File: src/rtl/forward_scoreboard_if.sv
// Issue/flush/operand-lookup bundle between the issue stage and forward_scoreboard.
// The master drives issue and source fields; the slave returns selects, stall and status.
interface forward_scoreboard_if #(
   parameter int AW   = 5,
   parameter int NSRC = 2,
   parameter int SW   = 2
);
   logic                 issue_valid_i;
   logic [AW-1:0]        issue_rd_i;
   logic                 issue_wr_i;
   logic [SW-1:0]        issue_lat_i;
   logic                 flush_i;
   logic [NSRC-1:0]      src_valid_i;
   logic [NSRC*AW-1:0]   src_reg_i;
   logic [NSRC*SW-1:0]   fwd_sel_o;
   logic                 stall_o;
   logic                 busy_o;
   logic [15:0]          stall_cnt_o;

   modport master (
      output issue_valid_i, issue_rd_i, issue_wr_i, issue_lat_i, flush_i,
      output src_valid_i, src_reg_i,
      input  fwd_sel_o, stall_o, busy_o, stall_cnt_o
   );

   modport slave (
      input  issue_valid_i, issue_rd_i, issue_wr_i, issue_lat_i, flush_i,
      input  src_valid_i, src_reg_i,
      output fwd_sel_o, stall_o, busy_o, stall_cnt_o
   );
endinterface

File: src/rtl/forward_scoreboard.sv
// Tracks in-flight producers through NSTAGE post-issue stages and picks, per source
// operand, the youngest matching producer as forward source or raises a stall.
module forward_scoreboard #(
   parameter int AW     = 5,
   parameter int NSTAGE = 3,
   parameter int NSRC   = 2,
   parameter int SW     = 2
) (
   input  logic                clk_i,
   input  logic                rst_i,
   forward_scoreboard_if.slave sb
);

   logic [NSTAGE:1] v_q, v_d;
   logic [NSTAGE:1] wr_q, wr_d;
   logic [AW-1:0]   rd_q  [1:NSTAGE];
   logic [AW-1:0]   rd_d  [1:NSTAGE];
   logic [SW-1:0]   rem_q [1:NSTAGE];
   logic [SW-1:0]   rem_d [1:NSTAGE];
   logic [15:0]     stall_cnt_q, stall_cnt_d;

   logic [NSRC*SW-1:0] fwd_sel;
   logic [NSRC-1:0]    stall_req;
   logic               stall;
   logic [SW-1:0]      lat_c;

   always_comb begin
      lat_c = sb.issue_lat_i;
      if (lat_c == '0) begin
         lat_c = SW'(1);
      end else if (int'(lat_c) > NSTAGE) begin
         lat_c = SW'(NSTAGE);
      end
   end

   // Walk oldest to youngest so the lowest-indexed match overwrites older ones.
   always_comb begin
      fwd_sel   = '0;
      stall_req = '0;
      for (int j = 0; j < NSRC; j++) begin
         for (int s = NSTAGE; s >= 1; s--) begin
            if (v_q[s] && wr_q[s] && (rd_q[s] != '0) && sb.src_valid_i[j] &&
                (rd_q[s] == sb.src_reg_i[j*AW +: AW])) begin
               fwd_sel[j*SW +: SW] = (rem_q[s] == '0) ? SW'(s) : '0;
               stall_req[j]        = (rem_q[s] != '0);
            end
         end
      end
      stall = |stall_req;
   end

   always_comb begin
      v_d      = '0;
      wr_d     = '0;
      v_d[1]   = sb.issue_valid_i && !stall && !sb.flush_i;
      rd_d[1]  = sb.issue_rd_i;
      wr_d[1]  = sb.issue_wr_i;
      rem_d[1] = lat_c - SW'(1);
      // A flush kills the stage-1 entry on its way into stage 2; older stages keep moving.
      for (int s = 2; s <= NSTAGE; s++) begin
         v_d[s]   = v_q[s-1] && !((s == 2) && sb.flush_i);
         rd_d[s]  = rd_q[s-1];
         wr_d[s]  = wr_q[s-1];
         rem_d[s] = (rem_q[s-1] == '0) ? '0 : rem_q[s-1] - SW'(1);
      end
      stall_cnt_d = stall_cnt_q;
      if (stall && (stall_cnt_q != 16'hFFFF)) begin
         stall_cnt_d = stall_cnt_q + 16'd1;
      end
   end

   always_ff @(posedge clk_i or negedge rst_i) begin
      if (!rst_i) begin
         v_q         <= '0;
         wr_q        <= '0;
         stall_cnt_q <= '0;
         for (int s = 1; s <= NSTAGE; s++) begin
            rd_q[s]  <= '0;
            rem_q[s] <= '0;
         end
      end else begin
         v_q         <= v_d;
         wr_q        <= wr_d;
         stall_cnt_q <= stall_cnt_d;
         for (int s = 1; s <= NSTAGE; s++) begin
            rd_q[s]  <= rd_d[s];
            rem_q[s] <= rem_d[s];
         end
      end
   end

   assign sb.fwd_sel_o   = fwd_sel;
   assign sb.stall_o     = stall;
   assign sb.busy_o      = |v_q;
   assign sb.stall_cnt_o = stall_cnt_q;

endmodule

File: src/flat_wrapper.sv
// flat-port wrapper written by rule: the top's interface ports become plain ports
module forward_scoreboard_flat 
#(
   parameter int AW     = 5,
   parameter int NSTAGE = 3,
   parameter int NSRC   = 2,
   parameter int SW     = 2
)
  (clk_i, rst_i, sb_issue_valid_i, sb_issue_rd_i, sb_issue_wr_i, sb_issue_lat_i, sb_flush_i, sb_src_valid_i, sb_src_reg_i, sb_fwd_sel_o, sb_stall_o, sb_busy_o, sb_stall_cnt_o);
  forward_scoreboard_if #(.AW(AW), .NSRC(NSRC), .SW(SW)) sb_i ();
  input  logic clk_i;
  input  logic rst_i;
  input wire logic [$bits(sb_i.issue_valid_i)-1:0] sb_issue_valid_i;
  input wire logic [$bits(sb_i.issue_rd_i)-1:0] sb_issue_rd_i;
  input wire logic [$bits(sb_i.issue_wr_i)-1:0] sb_issue_wr_i;
  input wire logic [$bits(sb_i.issue_lat_i)-1:0] sb_issue_lat_i;
  input wire logic [$bits(sb_i.flush_i)-1:0] sb_flush_i;
  input wire logic [$bits(sb_i.src_valid_i)-1:0] sb_src_valid_i;
  input wire logic [$bits(sb_i.src_reg_i)-1:0] sb_src_reg_i;
  output wire logic [$bits(sb_i.fwd_sel_o)-1:0] sb_fwd_sel_o;
  output wire logic [$bits(sb_i.stall_o)-1:0] sb_stall_o;
  output wire logic [$bits(sb_i.busy_o)-1:0] sb_busy_o;
  output wire logic [$bits(sb_i.stall_cnt_o)-1:0] sb_stall_cnt_o;
  assign sb_i.issue_valid_i = sb_issue_valid_i;
  assign sb_i.issue_rd_i = sb_issue_rd_i;
  assign sb_i.issue_wr_i = sb_issue_wr_i;
  assign sb_i.issue_lat_i = sb_issue_lat_i;
  assign sb_i.flush_i = sb_flush_i;
  assign sb_i.src_valid_i = sb_src_valid_i;
  assign sb_i.src_reg_i = sb_src_reg_i;
  assign sb_fwd_sel_o = sb_i.fwd_sel_o;
  assign sb_stall_o = sb_i.stall_o;
  assign sb_busy_o = sb_i.busy_o;
  assign sb_stall_cnt_o = sb_i.stall_cnt_o;
  forward_scoreboard #(.AW(AW), .NSTAGE(NSTAGE), .NSRC(NSRC), .SW(SW)) u_core (.clk_i(clk_i), .rst_i(rst_i), .sb(sb_i));
endmodule
File: config.mk
export PLATFORM = sky130hd
export DESIGN_NAME = forward_scoreboard_flat
export DESIGN_NICKNAME = d
export VERILOG_FILES = /design/src/rtl/forward_scoreboard_if.sv /design/src/rtl/forward_scoreboard.sv /design/src/flat_wrapper.sv
export SDC_FILE = /design/constraint.sdc
export NUM_CORES = 1
export LEC_CHECK = 0
export ABC_AREA = 1
export CORE_UTILIZATION = 35
export CTS_CLUSTER_DIAMETER = 200
export DETAILED_ROUTE_END_ITERATION = 12
export GPL_ROUTABILITY_DRIVEN = 0
export GPL_TIMING_DRIVEN = 0
export SLEW_MARGIN = 20
export SYNTH_ARGS = -nofsm -noshare
export SYNTH_HDL_FRONTEND = slang
export SYNTH_SLANG_ARGS = --single-unit
export TNS_END_PERCENT = 50
File: constraint.sdc
create_clock -name clk_i -period 2.8 [get_ports clk_i]
set_clock_uncertainty 0.1 [all_clocks]
set_input_delay 0.56 -clock clk_i [delete_from_list [all_inputs] [get_ports clk_i]]
set_output_delay 0.56 -clock clk_i [all_outputs]
set_load 0.05 [all_outputs]
==> impl_metrics.tcl <==
set metrics [dict create \
    synthCells 345 \
    ctsLongestPathBuffers 2 \
    place_inst 487 \
    core_um2 6907 \
    htreeDepth 2 \
    crit_top_cell "nand2_1" \
    fin_crit_ns 2.750 \
    worst-setup-path-type "in2out" \
    netlist_area_um2 2536 \
    synth_area_leaders "dfrtp_1, nand2_1, nand3_1" \
    post_drt_wl_per_cell_um 12.16 \
    synthesis.nets 370 \
    r2r_start "u_core.sb.stall_cnt_o[0]$_DFFE_PN0P_" \
    dieArea_um2 7591 \
    relSlewSlack_pct 66.13 \
    setup_violations 0 \
    die_y_um 87.13 \
    rows 30 \
    hold_viol_final 0 \
    synthArstFlopShare_pct 100.0 \
    swShare_pct 26.63 \
    p_leak_nw 1.610 \
    tightestPinTransition_ns 0.5065 \
    yosys_most_used_dff "dfrtp_1" \
    status "finished, final reports clean" \
    p_clk_share_pct 31.8 \
    ff2ff_setup_slack_ns 0.63 \
    final_cell_count_no_fill 494 \
    synth_area_leader_cell "dfrtp_1" \
    critPathMaxStageDelay_ns 0.50 \
    port_buffers 45 \
    path_max_fanout 5 \
    r2r-end "u_core.sb.stall_cnt_o[8]$_DFFE_PN0P_" \
    io_pins 46 \
    cp_data_arrival_time_ns 2.09 \
    diodes 0 \
    cp-end-kind "output pin" \
    cp_slowest_cell "clkdlybuf4s50_1" \
    overflow 0 \
    cts_buffers 5 \
    syn_to_final_growth_pct 27.33 \
    yosysMostFrequentCell "nand2_1" \
    synth_enable_flop_cells 0 \
    fin_nets 423 \
    cp.required_ns 2.14 \
    ir_drop_uv 216.9 \
    min_path_type "in2async" \
    finalWirelength_um 6008 \
    start_util_pct 36.72 \
    pwr-share-comb_pct 14.2 \
    grt_pass1_vias 2319 \
    p_int_mw 0.9083 \
    worst-r2r-cell-count 9 \
    pre_cts_ws_ns -0.8676 \
    maxCapViolCount 0 \
    rsz0062_at_grt "true" \
    numClockSinks 43 \
    setup.worst_path.start_class "input port" \
    ys_seq_area_share_pct 42.43 \
    ys_ff_latch 43 \
    clk_latency_ns 0.29 \
    synthDistinctLibCells 27 \
    vias 2323 \
    antenna_found_initial 0 \
    cp_cell_sequence "clkdlybuf4s50_1 > inv_2 > nand2_1 > o21ai_1 > nand3b_1 > nor2_2 > nand3_1 > nand2_1 > nand2_2 > nand3_4 > buf_8" \
    net-switching-power_mw 0.3296 \
    hpwl_um 4611 \
    vias_per_cell 4.702 \
    ctsHoldBuffers 0 \
    track_usage_pct 17.61 \
    grt_pass1_wl_um 10400 \
    cts_root_buffer "clkbuf_8" \
    drtIter0Drc 94 \
    fin_area_um2 3229 \
    maxSlewViolCount 0 \
    die_x_um 87.13 \
    fin_crit_sh_pct 98.20 \
    post-route-util_pct 46.76 \
    yosys.area.top_type_share_pct 42.43 \
    yosys_warnings 0 \
    place_area_um2 3129 \
    fin_ws_ns 0.05026 \
    drcViolationCount 0 \
    grt_max_degree 25 \
    drive_above_1_share_pct 11.81 \
    ant_nets 0 \
    p_per_area_nw_per_um2 383.3 \
    cts_tree "built" \
    firstDrtPassIters 4 \
    clk_pin_slew_ns 0.08 \
    sequentialPowerShare_pct 54.0 \
    synth.avg_cell_area_um2 7.351 \
    fmax_mhz 363.7 \
    synthTopCellsByCount "nand2_1, dfrtp_1, inv_1" \
]
## repair_timing
| item | CTS | global route |
|---|---|---|
| endpoints found under the hold margin | 0 | 0 |
| setup endpoints to repair | 5 | 5 |
| gates resized for setup | 46 | 5 |
| pin swaps | 1 | 1 |
| setup buffers | 1 | 0 |
## area by class of cell
class	instances	area, um^2
fill	737	3677
tap	96	120.1
buffer	3	26.28
clock buffer	6	82.58
sequential	43	1076
multi-input combinational	244	1237
timing repair buffer	47	479.2
inverter	54	202.7
clock inverter	1	5.005
## worst max path at each step
stage,from,end,cells after the start
after detailed placement,sb_src_reg_i[3],sb_stall_o,12
final,sb_src_reg_i[3],sb_stall_o,11
after global placement,sb_src_reg_i[2],sb_stall_o,10
after floorplan,sb_src_reg_i[3],sb_fwd_sel_o[0],7
after global routing,sb_src_reg_i[3],sb_stall_o,12
after CTS,sb_src_reg_i[6],sb_fwd_sel_o[3],8
## layout by cell type, fill, tap and decap left out, types with 2 or more instances in the layout
master,n
clkdlybuf4s50_1,30
o21ai_1,2
nor3_1,6
a21oi_1,5
o21ai_0,4
inv_2,11
nor2_1,22
dlymetal6s2s_1,4
or2_2,2
nand3b_1,2
inv_1,42
xnor2_1,11
nand4_1,9
buf_4,5
clkbuf_8,6
nand2_1,114
dfrtp_1,43
a21boi_1,4
dlygate4sd2_1,5
nor2_2,4
nand2_2,4
nand3_1,36
nor3_2,5
xor2_1,8
buf_6,2
## layer usage
layer / up-vias / global-route usage [%] / part of all wire [%] / wire length, um
li1: 1183 / - / - / -
met3: 7 / 3.507 / 4.8 / 287
met4: 0 / 4.769 / 1.0 / 63
met1: 1091 / 22.22 / 46 / 2748
met2: 42 / 30.71 / 48 / 2909
met5: - / 0 / 0 / 0
## through the flow
stage	power [mW]	setup TNS, ns	hold slack (ns)
after CTS	1.259	0	0.1358
after floorplan	0.7658	-0.1177	0.1644
after detailed placement	0.8574	-3.618	0.2621
final	1.238	0	0.1316
after global routing	1.310	-0.2450	0.1503
after global placement	0.8510	-6.331	0.2597
## critical path: cells and delay by family
family                 cells  cell delay, ns
buffers and inverters      3            0.72
AOI/OAI and AO/OA          1            0.09
and+or+nand+nor            7            0.71
## state kept, by name, summed over array words and instances (netlist names)
| signal | count |
|---|---|
| u_core.sb.stall_cnt_o | 16 |
| u_core.v_q | 3 |
| u_core.rd_q | 5 |
| u_core.wr_q | 3 |
| u_core.rem_q | 6 |
| u_core.rd_d | 10 |
## power groups by stage
stage	clock [mW]	sequential (mW)	combinational, mW
global route	0.441	0.672	0.197
floorplan	0	0.684	0.0815
CTS	0.412	0.669	0.178
finish	0.394	0.669	0.176
detailed placement	0	0.681	0.176
global placement	0	0.681	0.170
## cell families after synthesis
family / count (synthesis) / share of synthesized area (%)
compound gates: 16 / 3.700
xor+xnor: 19 / 6.561
flops: 43 / 42.43
buf+inv: 58 / 9.472
fa+ha+maj: 1 / 0.4933
simple gates: 208 / 37.35
(Power assumes the default switching activity.)
